`config.mk`:
```
export PLATFORM = sky130hd
export DESIGN_NAME = axis_pixel_binarizer_packer
export DESIGN_NICKNAME = d
export VERILOG_FILES = /design/src/rtl/axis_pixel_binarizer_packer.sv
export SDC_FILE = /design/constraint.sdc
export NUM_CORES = 1
export LEC_CHECK = 0
export CAP_MARGIN = 25
export CORE_MARGIN = 1.5
export CORE_UTILIZATION = 59
export CTS_BUF_LIST = sky130_fd_sc_hd__clkbuf_16
export CTS_CLUSTER_DIAMETER = 30
export CTS_CLUSTER_SIZE = 25
export DETAILED_ROUTE_END_ITERATION = 16
export GPL_ROUTABILITY_DRIVEN = 0
export PLACE_DENSITY = 0.86
export SYNTH_ARGS = -nofsm -noshare
export SYNTH_HDL_FRONTEND = slang
export SYNTH_SLANG_ARGS = --single-unit
```
`constraint.sdc`:
```
create_clock -name clk -period 8.9 [get_ports clk]
set_input_delay 1.78 -clock clk [delete_from_list [all_inputs] [get_ports clk]]
set_output_delay 1.78 -clock clk [all_outputs]
set_load 0.005 [all_outputs]
```
`src/rtl/axis_pixel_binarizer_packer.sv`:
```
// axis_pixel_binarizer_packer: binarizes 8-bit pixels against a per-image threshold and packs
// DATA_WIDTH bits per word, always emitting exactly IMG_ROWS words per image.
module axis_pixel_binarizer_packer #(
  parameter int PIXEL_WIDTH = 8,
  parameter int DATA_WIDTH  = 32,
  parameter int IMG_ROWS    = 32
) (
  input  logic                   clk,
  input  logic                   rst,
  input  logic [PIXEL_WIDTH-1:0] threshold,
  input  logic                   s_axis_valid,
  input  logic [PIXEL_WIDTH-1:0] s_axis_data,
  input  logic                   s_axis_last,
  output logic                   s_axis_ready,
  output logic                   m_axis_valid,
  output logic [DATA_WIDTH-1:0]  m_axis_data,
  output logic                   m_axis_last,
  input  logic                   m_axis_ready,
  output logic                   err_short,
  output logic                   err_long
);
  localparam int CW = DATA_WIDTH > 1 ? $clog2(DATA_WIDTH) : 1;
  localparam int RW = IMG_ROWS > 1 ? $clog2(IMG_ROWS) : 1;
  typedef enum logic [1:0] {COLLECT, PAD, DISCARD} state_t;
  state_t                 state_q, state_d;
  logic [CW-1:0]          col_q, col_d;
  logic [RW-1:0]          row_q, row_d;
  logic [PIXEL_WIDTH-1:0] thr_q, thr_d;
  logic [DATA_WIDTH-1:0]  acc_q, acc_d, out_data_q, out_data_d, word;
  logic                   out_valid_q, out_valid_d, out_last_q, out_last_d;
  logic                   err_short_q, err_short_d, err_long_q, err_long_d;
  logic                   col_max, row_max, first_px, rdy, acc_c, pix_bit;
  logic                   done, early, over, pad_load, load;
  always_comb begin
    col_max     = col_q == CW'(DATA_WIDTH - 1);
    row_max     = row_q == RW'(IMG_ROWS - 1);
    first_px    = col_q == '0 && row_q == '0;
    rdy         = state_q == DISCARD ||
                  (state_q == COLLECT && (!col_max || !out_valid_q || m_axis_ready));
    acc_c       = s_axis_valid && rdy && state_q == COLLECT;
    pix_bit     = s_axis_data >= (first_px ? threshold : thr_q);
    word        = acc_q | (DATA_WIDTH'(pix_bit) << col_q);
    done        = acc_c && col_max;
    early       = acc_c && s_axis_last && !(col_max && row_max);
    over        = done && row_max && !s_axis_last;
    // A truncated partial word waits in acc_q and leaves through PAD, since the
    // output register may still be occupied when the early last arrives.
    pad_load    = state_q == PAD && (!out_valid_q || m_axis_ready);
    load        = done || pad_load;
    out_data_d  = load ? (pad_load ? acc_q : word) : out_data_q;
    out_last_d  = load ? row_max : out_last_q;
    out_valid_d = load || (out_valid_q && !m_axis_ready);
    acc_d       = load ? '0 : acc_c ? word : acc_q;
    thr_d       = (acc_c && first_px) ? threshold : thr_q;
    col_d       = acc_c ? ((col_max || s_axis_last) ? '0 : col_q + CW'(1)) : col_q;
    row_d       = load ? (row_max ? '0 : row_q + RW'(1)) : row_q;
    err_short_d = early;
    err_long_d  = over;
    state_d     = state_q == COLLECT ? (early ? PAD : over ? DISCARD : COLLECT) :
                  state_q == PAD ? ((pad_load && row_max) ? COLLECT : PAD) :
                  (s_axis_valid && s_axis_last) ? COLLECT : DISCARD;
  end
  always_ff @(posedge clk) begin
    if (rst) begin
      state_q     <= COLLECT;
      col_q       <= '0;
      row_q       <= '0;
      thr_q       <= '0;
      acc_q       <= '0;
      out_data_q  <= '0;
      out_last_q  <= 1'b0;
      out_valid_q <= 1'b0;
      err_short_q <= 1'b0;
      err_long_q  <= 1'b0;
    end else begin
      state_q     <= state_d;
      col_q       <= col_d;
      row_q       <= row_d;
      thr_q       <= thr_d;
      acc_q       <= acc_d;
      out_data_q  <= out_data_d;
      out_last_q  <= out_last_d;
      out_valid_q <= out_valid_d;
      err_short_q <= err_short_d;
      err_long_q  <= err_long_d;
    end
  end
  assign s_axis_ready = rdy && !rst;
  assign m_axis_valid = out_valid_q && !rst;
  assign m_axis_data  = rst ? '0 : out_data_q;
  assign m_axis_last  = out_last_q && !rst;
  assign err_short    = err_short_q && !rst;
  assign err_long     = err_long_q && !rst;
endmodule

```
==> flow_metrics.py, run 1 <==
metrics = {
    "finish": {
        "fillCellCount": 506,
        "final_cell_mix": "dfxtp_1, nand2_1, clkdlybuf4s50_1",
        "fin_util": 0.738,
        "fin_nets": 556,
        "mostFrequentLayoutCell": "dfxtp_1",
        "final_layout_size_suffix_gt1_frac": 0.0989,
        "area.growth.synth_to_final_pct": 21.2,
        "insertedDiodeCount": 0,
    },
    "critical_path": {
        "r2r_end": "acc_q[26]",
        "crit_end": "m_axis_data[24]",
        "r2r_start": "col_q[0]",
        "end_kind": "output pin",
        "reg2reg_depth": 11,
        "cp-start-kind": "input pin",
        "required_ns": 7.12,
        "cp-startpoint": "rst",
        "path_class": "in2out",
        "cp_data_arrival_time_ns": 3.22,
        "r2r_setup_slack_ns": 4.99,
        "crit_fanout": 95,
    },
    "clock_network": {
        "cts_buffer_depth": 2,
        "clk_pin_slew_ns": 0.06,
        "cts_hold_buf": 0,
        "cts_sinks": 88,
        "cts_buffers": 9,
        "cts_resized": 0,
        "cts_setup_buffers": 0,
        "h-tree-depth": 3,
        "cts_tree": "done",
        "root_buffer": "clkbuf_16",
        "clk_latency_ns": 0.34,
    },
    "timing": {
        "worstMarginPinSlew_ns": 0.940,
        "holdWs_ns": 0.450,
        "setup-violations-final": 0,
        "final-max-slew-violation-count": 0,
        "rsz0062_at_grt": "no",
        "finalHoldViolCount": 0,
        "finalCritPeriodShare": 0.561,
        "setup_ws_ns": 3.90,
        "fmax_mhz": 200,
        "setup_tns_ns": 0,
        "fin_skew_ns": 0.00570,
        "layout_min_cycle_time_ns": 5.00,
        "slew_headroom": 0.373,
    },
    "routing": {
        "avgViaCountPerCell": 5.86,
        "avgRoutedWirePerCell_um": 15.9,
        "drt-initial-drc-count": 354,
        "drt_pass1_iterations": 6,
        "wl_um": 9910,
        "drc": 0,
        "drtAntennaViolNets": 0,
        "via_count": 3647,
    },
    "logic_synthesis": {
        "yosys.area.top_type": "dfxtp_1",
        "synthDistinctLibCells": 43,
        "synth-edff-count": 0,
        "synth_area_um2": 4140,
        "syn_area_per_cell_um2": 8.62,
        "async_flop_share": 0,
        "synth_seq_cells": 88,
        "ys.flop_type": "dfxtp_1",
        "syn-num-nets": 515,
        "seq_area_frac_synth": 0.426,
        "ys_warn_count": 0,
        "synth_cells": 480,
        "synth_area_leaders": "dfxtp_1, mux2i_1, nand2_1",
        "yosys.area.top_type_share": 0.426,
    },
    "floorplan": {
        "die_w_um": 86.7,
        "core_area_um2": 6790,
        "die-area_um2": 7520,
        "fp.dieH_um": 86.7,
        "start_util": 0.609,
        "pin_count": 58,
        "core.rowCount": 30,
    },
    "flow_run": {
        "max-cap-violations": 0,
    },
    "global_routing": {
        "grt_pass1_wl_um": 16100,
        "grt-ovfl-total": 0,
        "grt_max_degree": 96,
        "grt_pass1_vias": 3400,
        "grt_use_total": 0.277,
        "antenna_found_initial": 0,
    },
    "pwr": {
        "p_sw_mw": 0.230,
        "max-vdd-ir-drop_mv": 0.122,
        "pwr-share-clk": 0.429,
        "internal_power_mw": 0.657,
        "swShare": 0.259,
        "power_mw": 0.887,
        "p_seq_frac": 0.456,
        "leakage_nw": 1.78,
        "powerDensity_nw_per_um2": 177,
        "comb_power_share": 0.115,
    },
    "hold_path": {
        "hp-class": "reg2reg",
    },
    "status": {
        "status": "finished, final reports clean",
    },
    "placed_design": {
        "dp_slack_ns": 3.90,
        "port-buffer-count": 57,
        "dp_hpwl_um": 6450,
    },
}
[cell type report]
type                            count  area (um2)  area share
Inverter                            7        26.3     0.00524
Tap cell                           96         120      0.0239
Sequential cell                    88        1760       0.351
Clock buffer                        9         225      0.0449
Clock inverter                      7        71.3      0.0142
Timing Repair Buffer               60         588       0.117
Multi-Input combinational cell    355        2220       0.443
[sequential cells by signal, summed over array words and instances, names as in the netlist]
name and count:
col_q 5, out_last_q 1, acc_q 32, out_valid_q 1, row_q 5, err_short_q 1
out_data_q 32, err_long_q 1, state_q 2, thr_q 8
[how the worst min path moves through the flow]
stage,slack (ns),start,cells past startpoint,endpoint
after floorplan,0.42,acc_q[0],2,acc_q[0]
after global routing,0.48,acc_q[27],2,acc_q[27]
after global placement,0.43,acc_q[31],2,acc_q[31]
after CTS,0.45,acc_q[25],2,acc_q[25]
after detailed placement,0.44,acc_q[25],2,acc_q[25]
final,0.45,acc_q[25],2,acc_q[25]
[critical path, stage by stage]
cell and delay (ns):
buf_2 0.08, buf_4 0.69, nor2b_1 0.13, clkdlybuf4s50_1 0.49
[through the flow]
| stage | cells | area, um2 |
|---|---|---|
| 2_1_floorplan | 480 | 4140 |
| 3_3_place_gp | 606 | 4720 |
| 3_5_place_dp | 606 | 4720 |
| 4_1_cts | 622 | 5020 |
| 5_1_grt | 622 | 5020 |
| 6_report | 622 | 5020 |
[power by group through the flow]
stage	clock, mW	combinational [mW]	sequential, mW
after floorplan	0	0.0756	0.412
after global placement	0	0.0977	0.413
after detailed placement	0	0.101	0.413
after CTS	0.382	0.102	0.404
after global routing	0.399	0.112	0.405
final	0.380	0.102	0.404
[per-layer routing]
layer | share of wire | vias up | GRT usage | wire, um
met5 | 0 | - | 0 | 0
met3 | 0.068 | 28 | 0.0686 | 672
met2 | 0.48 | 176 | 0.461 | 4800
met1 | 0.42 | 1687 | 0.342 | 4160
li1 | - | 1756 | - | -
met4 | 0.028 | 0 | 0.119 | 276
[synth_stat cells, types with 2 or more instances]
cell,instances
o32ai_2,2
mux2i_1,34
o22ai_1,16
ha_1,14
nor2b_1,39
o21ai_0,26
inv_1,7
dfxtp_1,88
nand3_1,3
or3_1,2
nand2_1,86
o21ai_1,16
buf_2,11
a21oi_1,28
nor3_1,7
nand3b_1,2
clkbuf_1,17
a21o_1,2
nor4b_1,4
nand2b_1,4
a31o_2,15
nand4_1,4
nor2_8,2
o21ai_2,2
and3_1,3
nor2_1,29
[cell families (layout without fill, tap and decap cells)]
logic type	Yosys count	after routing	synth area share
muxes	35	35	0.0850
AOI/OAI and AO/OA	114	114	0.173
and+or+nand+nor	192	192	0.236
buffers and inverters	37	83	0.0387
adders and majority gates	14	14	0.0423
DFF	88	88	0.426
Note: power is estimated with default switching activity, not from simulation.
==> run 2, diff against run 1 <==
--- a/config.mk
+++ b/config.mk
@@ -7,13 +7,13 @@
 export LEC_CHECK = 0
 export CAP_MARGIN = 25
 export CORE_MARGIN = 1.5
-export CORE_UTILIZATION = 59
+export CORE_UTILIZATION = 49
 export CTS_BUF_LIST = sky130_fd_sc_hd__clkbuf_16
 export CTS_CLUSTER_DIAMETER = 30
 export CTS_CLUSTER_SIZE = 25
 export DETAILED_ROUTE_END_ITERATION = 16
 export GPL_ROUTABILITY_DRIVEN = 0
-export PLACE_DENSITY = 0.86
+export PLACE_DENSITY = 0.77
 export SYNTH_ARGS = -nofsm -noshare
 export SYNTH_HDL_FRONTEND = slang
 export SYNTH_SLANG_ARGS = --single-unit
==> constraint.sdc (replaced) <==
create_clock -name clk -period 4.4 [get_ports clk]
set_input_delay 0.88 -clock clk [delete_from_list [all_inputs] [get_ports clk]]
set_output_delay 0.88 -clock clk [all_outputs]
set_load 0.005 [all_outputs]
==> run 2 against run 1 <==
Effect of this change: global-route usage fell by 5.1 points; critical path depth rose by 7; sequential power rose by 100%; sequential share of layout area fell by 0.070 points; setup slack got worse by 3.0 ns; clock skew rose by 0.00056 ns; hold slack improved by 0.0018 ns; utilization fell by 13 points; combinational power rose by 100%; critical endpoint is now acc_q[7]; highest routed layer unchanged.
==> flow_metrics.py, run 2 (synthesis gave the netlist of run 1 again) <==
metrics = {
    "status": {
        "status": "finished, final reports clean",
    },
    "timing": {
        "setup_ws_ns": 0.937,
        "finalCritPeriodShare": 0.787,
        "setup_tns_ns": 0,
        "fin_skew_ns": 0.00626,
        "setup-violations-final": 0,
        "fmax_mhz": 289,
        "finalHoldViolCount": 0,
        "worstMarginPinSlew_ns": 0.762,
        "final-max-slew-violation-count": 0,
        "layout_min_cycle_time_ns": 3.46,
        "slew_headroom": 0.492,
        "rsz0062_at_grt": "no",
    },
    "floorplan": {
        "pin_count": 58,
        "die-area_um2": 9000,
        "fp.dieH_um": 94.9,
        "die_w_um": 94.9,
        "core.rowCount": 33,
        "start_util": 0.504,
        "core_area_um2": 8220,
    },
    "routing": {
        "drt-initial-drc-count": 209,
        "drtAntennaViolNets": 0,
        "avgViaCountPerCell": 5.55,
        "avgRoutedWirePerCell_um": 14.9,
        "drc": 0,
        "via_count": 3523,
        "wl_um": 9490,
        "drt_pass1_iterations": 4,
    },
    "finish": {
        "multi_input_area_um2": 2220,
        "seqCellArea_um2": 1760,
        "area.growth.synth_to_final_pct": 21.5,
        "insertedDiodeCount": 0,
        "final_cell_mix": "dfxtp_1, nand2_1, clkdlybuf4s50_1",
        "mostFrequentLayoutCell": "dfxtp_1",
        "fillCellCount": 690,
        "final_layout_size_suffix_gt1_frac": 0.100,
        "fin_nets": 560,
        "largestRegisters": "acc_q x32, out_data_q x32, thr_q x8",
    },
    "pwr": {
        "leakage_nw": 1.79,
        "powerDensity_nw_per_um2": 340,
        "max-vdd-ir-drop_mv": 0.221,
    },
    "global_routing": {
        "grt_max_degree": 39,
        "grt_pass1_wl_um": 15800,
        "grt_use_total": 0.226,
        "grt-ovfl-total": 0,
        "grt_pass1_vias": 3331,
        "antenna_found_initial": 0,
    },
    "clock_network": {
        "cts_resized": 0,
        "cts_buffer_depth": 2,
        "cts_hold_buf": 0,
        "clk_pin_slew_ns": 0.06,
        "clk_latency_ns": 0.33,
        "root_buffer": "clkbuf_16",
        "cts_tree": "done",
        "cts_buffers": 9,
        "h-tree-depth": 3,
        "cts_sinks": 88,
        "cts_setup_buffers": 0,
    },
    "critical_path": {
        "r2r_setup_slack_ns": 0.94,
        "reg2reg_depth": 11,
        "required_ns": 4.59,
        "crit_chain": "inv_1 -> ha_1 -> nor4b_1 -> nand3_1 -> mux2_2 -> ha_1 -> and3_1 -> o21ai_1 -> a211oi_2 -> o21ai_1 -> o21ai_0",
        "path_class": "reg2reg",
        "max_stage_delay_ns": 0.50,
        "cp_slowest_cell": "o21ai_1",
        "r2r_end": "acc_q[7]",
        "cp_data_arrival_time_ns": 3.65,
        "cp-start-kind": "flip-flop",
        "r2r_start": "col_q[0]",
        "end_kind": "flip-flop",
        "crit_fanout": 9,
    },
    "placed_design": {
        "port-buffer-count": 57,
        "dp_slack_ns": 0.946,
        "dp_hpwl_um": 6620,
    },
    "hold_path": {
        "min_to": "out_last_q",
        "whs_path_depth": 2,
        "hold_start": "out_last_q",
        "hp-class": "reg2reg",
    },
    "flow_run": {
        "max-cap-violations": 0,
    },
}
-- run 2: cell types whose count changed in the layout (fill, tap and decap cells not counted) --
| cell | delta |
|---|---|
| buf_4 | +4 |
| clkinv_1 | +2 |
| bufinv_16 | -1 |
| clkinv_2 | -1 |
| clkinv_4 | +1 |
| clkinvlp_4 | -1 |
| inv_1 | +1 |
| inv_6 | -1 |
-- run 2: worst max path at each step --
stage | to | from | slack, ns | depth (start not counted)
after floorplan | out_data_q[12] | col_q[1] | 1.24 | 15
after global placement | out_data_q[14] | col_q[0] | 1.02 | 11
after detailed placement | out_data_q[12] | col_q[0] | 0.95 | 11
after CTS | out_data_q[7] | col_q[0] | 0.92 | 11
after global routing | acc_q[18] | col_q[0] | 0.65 | 11
final | acc_q[7] | col_q[0] | 0.94 | 11
-- run 2: where the power goes --
part           switching (mW)  internal [mW]
clock                   0.307          0.377
combinational           0.125         0.0825
sequential            0.00859          0.809
-- run 2: critical path: cells and delay by family (launching register included) --
kind | cells | cell delay [ns]
adder cells (fa/ha/maj) | 2 | 0.44
AO/OA/AOI/OAI | 4 | 1.04
multiplexers | 1 | 0.44
AND/OR/NAND/NOR | 3 | 0.83
flip-flops | 1 | 0.37
buffers and inverters | 1 | 0.18
-- run 2: metrics by stage --
| step | cells | total power, mW | hold slack (ns) | area [um2] | util |
|---|---|---|---|---|---|
| final | 635 | 1.71 | 0.452 | 5030 | 0.612 |
| after global routing | 635 | 1.77 | 0.472 | 5030 | 0.612 |
| after floorplan | 480 | 0.986 | 0.425 | 4140 | - |
| after global placement | 619 | 1.04 | 0.433 | 4760 | 0.579 |
| after CTS | 635 | 1.72 | 0.451 | 5030 | 0.612 |
| after detailed placement | 619 | 1.04 | 0.443 | 4760 | 0.579 |
-- run 2: layer usage --
layer / global-route usage / up-vias / routed length [um]
met5: 0 / - / 0
met4: 0.102 / 0 / 254
met3: 0.0451 / 24 / 464
met2: 0.366 / 106 / 4410
met1: 0.289 / 1630 / 4360
li1: - / 1763 / -
-- run 2: final cells by class --
class / instances / area share
well taps: 105 / 0.0261
clock buffers: 9 / 0.0448
clock inverters: 7 / 0.00797
inverters: 7 / 0.00523
flip-flops and latches: 88 / 0.351
multi-input cells: 355 / 0.442
repair buffers: 64 / 0.123
==> run 3, diff against run 2 <==
==> constraint.sdc (replaced) <==
create_clock -name clk -period 2.8 [get_ports clk]
set_input_delay 0.56 -clock clk [delete_from_list [all_inputs] [get_ports clk]]
set_output_delay 0.56 -clock clk [all_outputs]
set_load 0.005 [all_outputs]
==> run 3 against run 2 <==
Effect of this change: sequential share of layout area fell by 2.5 points; final cell count rose by 3.9%; largest power group unchanged; critical endpoint is now acc_q[18]; clock power rose by 69%; sequential power rose by 56%; highest routed layer unchanged.
==> flow_metrics.py, run 3 (synthesis gave the netlist of run 1 again) <==
metrics = {
    "status": {
        "status": "finished, final reports clean",
    },
    "pwr": {
        "internal_power_mw": 2.14,
        "comb_power_share": 0.146,
        "p_seq_frac": 0.448,
        "pwr-share-clk": 0.406,
        "swShare": 0.253,
        "leakage_nw": 1.99,
        "power_mw": 2.87,
        "max-vdd-ir-drop_mv": 0.334,
        "p_sw_mw": 0.724,
        "powerDensity_nw_per_um2": 529,
    },
    "finish": {
        "area.growth.synth_to_final_pct": 30.8,
        "largestRegisters": "acc_q x32, out_data_q x32, thr_q x8",
        "fin_nets": 585,
        "fin_util": 0.659,
        "final_cell_mix": "nand2_1, dfxtp_1, clkdlybuf4s50_1",
        "fillCellCount": 661,
        "insertedDiodeCount": 0,
        "final_layout_size_suffix_gt1_frac": 0.177,
    },
    "critical_path": {
        "crit_chain": "inv_4 -> ha_1 -> nor4b_4 -> nand3_2 -> buf_6 -> mux2_4 -> ha_2 -> nor2b_2 -> o31ai_4 -> buf_4 -> a211oi_4 -> o21ai_2 -> buf_4 -> o21ai_0",
        "max_stage_delay_ns": 0.41,
        "crit_top_cell": "buf_4",
        "end_kind": "flip-flop",
        "crit_fanout": 5,
        "crit_family": "compound AO/OA/AOI/OAI gates",
        "cp_slowest_cell": "a211oi_4",
        "cp-start-kind": "flip-flop",
        "path_buf_inv": 4,
        "cp_data_arrival_time_ns": 3.00,
        "required_ns": 3.06,
        "path_class": "reg2reg",
    },
    "hold_path": {
        "hp-class": "reg2reg",
    },
    "timing": {
        "fmax_mhz": 366,
        "fin_skew_ns": 0.0104,
        "rsz0062_at_grt": "yes",
        "setup_ws_ns": 0.0653,
        "finalCritPeriodShare": 0.977,
        "setup-violations-final": 0,
        "setup_tns_ns": 0,
        "final-max-slew-violation-count": 0,
        "layout_min_cycle_time_ns": 2.73,
        "worstMarginPinSlew_ns": 0.528,
        "finalHoldViolCount": 0,
        "slew_headroom": 0.648,
    },
    "routing": {
        "avgViaCountPerCell": 5.60,
        "avgRoutedWirePerCell_um": 15.6,
        "drt_pass1_iterations": 5,
        "via_count": 3697,
        "drt-initial-drc-count": 185,
        "drc": 0,
        "wl_um": 10300,
        "drtAntennaViolNets": 0,
    },
    "placed_design": {
        "dp_hpwl_um": 7240,
        "dp_slack_ns": -0.0273,
        "port-buffer-count": 57,
    },
    "floorplan": {
        "die-area_um2": 9000,
        "fp.dieH_um": 94.9,
        "core.rowCount": 33,
        "core_area_um2": 8220,
        "start_util": 0.504,
        "die_w_um": 94.9,
        "pin_count": 58,
    },
    "clock_network": {
        "clk_pin_slew_ns": 0.06,
        "h-tree-depth": 3,
        "cts_hold_buf": 0,
        "cts_buffer_depth": 2,
        "cts_tree": "done",
        "cts_buffers": 9,
        "clk_latency_ns": 0.34,
        "root_buffer": "clkbuf_16",
        "cts_sinks": 88,
    },
    "flow_run": {
        "max-cap-violations": 0,
    },
    "global_routing": {
        "grt_use_total": 0.238,
        "grt_max_degree": 38,
        "antenna_found_initial": 0,
        "grt-ovfl-total": 0,
        "grt_pass1_vias": 3555,
        "grt_pass1_wl_um": 16700,
    },
}
[run 3: cell count changes in the layout (fill, tap and decap cells not counted), moves of 2 or more]
cell	change
buf_12	+4
buf_4	+16
buf_6	+3
dfxtp_1	-2
dfxtp_2	+2
ha_1	-2
ha_2	+2
inv_1	-3
nor2b_1	-2
o21ai_0	-3
o21ai_1	-3
o21ai_2	+5
[run 3: worst paths after layout]
check                               from        end  slack, ns  cells after the start
worst min register to register  acc_q[5]   acc_q[5]       0.45                      2
worst min-delay path            acc_q[5]   acc_q[5]       0.45                      2
worst max register to register  col_q[1]  acc_q[18]       0.07                     14
worst max-delay path            col_q[1]  acc_q[18]       0.07                     14
[run 3: power by group through the flow]
stage | logic (mW) | clock network, mW | registers [mW]
5_1_grt | 0.456 | 1.24 | 1.29
6_report | 0.418 | 1.16 | 1.28
3_3_place_gp | 0.351 | 0 | 1.31
2_1_floorplan | 0.257 | 0 | 1.31
3_5_place_dp | 0.364 | 0 | 1.31
4_1_cts | 0.365 | 1.18 | 1.28
[run 3: layout make-up]
type	instances	area (um2)	area share
clock buffers	9	225	0.0416
clock inverters	7	63.8	0.0118
inverters	7	28.8	0.00532
multi-input cells	355	2320	0.428
flip-flops and latches	88	1760	0.326
well taps	105	131	0.0243
repair buffers	89	881	0.163
[run 3: per-stage QoR]
step	cells	instance area [um2]	hold WS (ns)
floorplan	480	4180	0.425
global placement	639	4980	0.435
detailed placement	639	4980	0.443
CTS	655	5280	0.452
global route	660	5410	0.474
finish	660	5410	0.454
[run 3: what timing repair did]
action / in CTS / in global routing
endpoints found under the setup margin: 17 / 64
setup buffers: 0 / 3
pin swaps: 0 / 9
gates cloned: 0 / 2
resized for setup: 4 / 23
[run 3: tightest hold or removal path, delay by kind of cell, from the launching register on]
family / cells / cell delay, ns
compound gates: 1 / 0.05
simple gates: 1 / 0.05
flops: 1 / 0.32
[run 3: per-layer routing]
metal	GRT usage	wire (um)
met1	0.284	4370
met2	0.421	5280
met3	0.0515	485
met4	0.0746	172
met5	0	0
==> variant 1: new RTL, settings of run 2 <==
Encoding of `state_t`: now one-hot (3 bits for 3 states).
--- a/src/rtl/axis_pixel_binarizer_packer.sv
+++ b/src/rtl/axis_pixel_binarizer_packer.sv
@@ -23,3 +23,3 @@
   localparam int RW = IMG_ROWS > 1 ? $clog2(IMG_ROWS) : 1;
-  typedef enum logic [1:0] {COLLECT, PAD, DISCARD} state_t;
+  typedef enum logic [2:0] {COLLECT = 3'b001, PAD = 3'b010, DISCARD = 3'b100} state_t;
   state_t                 state_q, state_d;
Function: same outputs for any inputs over 10 cycles, from zero or initial values and one cycle with rst high; not proved beyond that.
==> variant 1 against run 2 <==
Design area grew 2.0%. Count of clock-buffer cells in the layout stayed put. Wire length grew 8.6%. Critical path type unchanged. Largest power group unchanged. Sequential cell count grew 1. Total power is 5.5% higher. Worst setup slack worse by 0.25 ns. Critical path depth shrank 1. Synthesized area is 2.3% higher. Highest routed layer unchanged. Global-route usage rose by 1.6 points.
==> variant 1: results <==
[status]
status = "finished, final reports clean"

[detailed_routing]
vias = 3689
first_iter_violations = 233
dr.pass1.iters = 5
routedWlPerCell_microns = 16.3
wirelength_mm = 10.3

[power]
p_leak_nw = 1.79

[hold_path]
worstHoldStart = "acc_q[31]"
min_to = "acc_q[31]"

[global_route]
gr-usage-met1_pct = 29.7
grt_max_degree = 60
met3_usage_pct = 4.27
grt_util_met2_pct = 41.5

[setup_path]
critPathMaxFanout = 13
arrival_ns = 3.92
crit_start = "col_q[2]"
crit_end = "acc_q[0]"
ff2ff_setup_slack_ns = 0.68
crit_family = "simple AND/OR/NAND/NOR gates"

[yosys]
yosys.area_share.xor_xnor_pct = 0.207
synthTopCellsByCount = "89 x dfxtp_1, 62 x nand2_1, 43 x nor2b_1, 40 x mux2i_1, 37 x o21ai_1"
synth_fa_ha_area_share_pct = 4.14
synthMuxAreaShare_pct = 9.73
ys_seq_area_share_pct = 42.1
synth.distinct_cells = 49
syn_avg_cell_area_sq_um = 8.95
synth.area.top_cells = "dfxtp_1 42%, mux2i_1 9.5%, nor2b_1 6.4%"
synthesis.nets = 508

[timing]
period_share_pct = 84.4
fin_skew_ns = 0.00655
relSlewSlack_pct = 46.5

[cells_and_area]
num-fill-cells = 729
drive_gt1_share_pct = 7.41

[place]
placed_cell_area_sq_um = 4810
pre_cts_slack_ns = 0.775
dpl.hpwl_mm = 7.19

[clock_tree]
insertion_delay_ns = 0.35
## variant 1: power breakdown
part | total [W] | switching (W) | internal (W)
registers | 0.000832 | 0.0000118 | 0.000820
clock network | 0.000758 | 0.000357 | 0.000400
logic | 0.000215 | 0.000132 | 0.0000830
total | 0.00180 | 0.000501 | 0.00130
## variant 1: per-stage QoR
step                hold WS (ns)  util [%]  power (W)
floorplan                  0.425         -   0.000996
global placement           0.435      58.0    0.00105
detailed placement         0.442      58.0    0.00106
CTS                        0.451      61.6    0.00180
global route               0.462      61.8    0.00186
finish                     0.450      61.8    0.00180
## variant 1: cell type report
cell class | instances | share of cell area [%]
Clock buffer | 9 | 4.39
Multi-Input combinational cell | 350 | 43.7
Inverter | 6 | 0.439
Clock inverter | 7 | 1.44
Tap cell | 105 | 2.56
Sequential cell | 89 | 34.7
Timing Repair Buffer | 65 | 12.7
## variant 1: layer usage
layer  vias to the layer above  routed length, microns
met4                         0                     233
met3                        19                     465
met5                         -                       0
met1                      1772                    4480
met2                       111                    5120
li1                       1787                       -
==> variant 2: new RTL, flow settings as in run 2 <==
Made on the original files. The parameter `IMG_ROWS` goes from 32 to 64.
--- a/src/rtl/axis_pixel_binarizer_packer.sv
+++ b/src/rtl/axis_pixel_binarizer_packer.sv
@@ -5,3 +5,3 @@
   parameter int DATA_WIDTH  = 32,
-  parameter int IMG_ROWS    = 32
+  parameter int IMG_ROWS    = 64
 ) (
Formal check against the unedited RTL: no difference found for any inputs over 10 cycles, from zero or initial values and one cycle with rst high; that may be too few to reach the edited logic, so the function may still have changed.
==> variant 2 against run 2 <==
Sequential cell count is 1 higher. Clock skew increased by 0.0063 ns. Maximum frequency decreased by 1.1%. Count of clock-buffer cells in the layout is the same. First-iteration DRC count up 40%. Synthesized area fell by 0.15%. Design area is 1.6% higher. Die area fell by 0.14%. Combinational power increased by 7%. Worst setup slack worse by 0.039 ns. Highest routed layer unchanged. Sequential share of layout area decreased by 0.15 points. Total power is 9.4% higher. Wire length up 3.7%.
==> variant 2: results <==
[setup_path]
cpMaxStageDelayCell = "dfxtp_1"
critPathMaxFanout = 16
arrival_ns = 3.72
crit_path_max_incr_delay_ns = 0.51

[place]
place_inst = 600
placed_cell_area_sq_um = 4780
port_buffers = 57
dpl.hpwl_mm = 6.40
pre_cts_slack_ns = 0.945

[global_route]
grt_pass1_wl_mm = 16.2
grt_pass1_vias = 3458
track_usage_pct = 23.1
grt_max_degree = 52
antenna_found_initial = 0

[cells_and_area]
drive_gt1_share_pct = 8.81
num_antenna_cells = 0
layoutNonFillerInstCount = 616
largestRegisters = "acc_q x32, out_data_q x32, thr_q x8"
num-fill-cells = 707
final_nets = 540

[power]
p_leak_nw = 1.88
ir_drop_mv = 0.217

[yosys]
async_reset_ff_share_pct = 0
ys_seq_area_share_pct = 43.1
synthTopCellsByCount = "89 x dfxtp_1, 43 x nor2b_1, 40 x nor2_1, 36 x nand2_1, 35 x clkbuf_1"
synth.area.top_cells = "dfxtp_1 43%, o2bb2ai_1 6.8%, nor2b_1 6.5%"
syn_avg_cell_area_sq_um = 8.83
yosysWarnings = 0
synthesis.nets = 502
synth.distinct_cells = 45

[timing]
fin_skew_ns = 0.0125
relSlewSlack_pct = 36.2

[detailed_routing]
routedWlPerCell_microns = 16.0
dr.pass1.iters = 6
first_iter_violations = 293
vias_per_cell = 5.86

[status]
status = "finished, final reports clean"

[hold_path]
hold_class = "register to register"

[clock_tree]
cts_buffers = 9
cts_max_path_buffers = 2
clockRootBuffer = "clkbuf_16"
cts.clk_slew.worst_paths_ns = 0.07
cts_resized = 0
insertion_delay_ns = 0.34
ctsHtreeMaxLevel = 3
post_cts_buffers = 0
## variant 2: cell count changes after synthesis, sizes merged, moves of 10 or more
cell and delta:
nand2 -50, o21ai -25, o22ai -15, nor3 +14, mux2i -18, o2bb2ai +32, a31oi +17, nand3 +10
clkbuf +18, a31o -15
## variant 2: layout make-up
type,count,area [sq um],area share (%)
multi-input combinational,328,2170,42.5
clock buffer,9,225,4.41
inverter,11,41.3,0.809
clock inverter,7,95.1,1.86
timing repair buffer,67,661,12.9
sequential,89,1780,34.9
tap,105,131,2.57
## variant 2: final timing paths
path	startpoint	end	slack, ns	depth (start not counted)
worst max-delay path	col_q[0]	acc_q[20]	0.90	13
worst min-delay path	out_last_q	out_last_q	0.45	2
worst max register to register	col_q[0]	acc_q[20]	0.90	13
worst min register to register	out_last_q	out_last_q	0.45	2
## variant 2: power by group
group | internal [W] | total [W] | switching, W
Clock | 0.000498 | 0.000823 | 0.000324
Combinational | 0.0000863 | 0.000221 | 0.000134
Sequential | 0.000818 | 0.000827 | 0.00000886
## variant 2: critical path, delay by kind of cell, from the launching register on
kind / cells / cell delay (ns)
AOI/OAI and AO/OA: 3 / 0.81
adders and majority gates: 2 / 0.47
buffers and inverters: 3 / 0.53
DFF: 1 / 0.51
muxes: 1 / 0.35
and+or+nand+nor: 4 / 0.69
## variant 2: cell families after synthesis
group	share of synthesized area [%]
multiplexers	4.15
buffers and inverters	4.91
AND/OR/NAND/NOR	21.7
AO/OA/AOI/OAI	21.7
flip-flops	43.1
XOR/XNOR	0.424
adder cells (fa/ha/maj)	3.94
## variant 2: routing by layer
metal	up-vias	GRT usage, %	part of all wire (%)
li1	1753	-	-
met3	18	4.91	6.5
met1	1697	30.7	46
met5	-	0	0
met4	0	9.20	1.8
met2	139	36.5	46
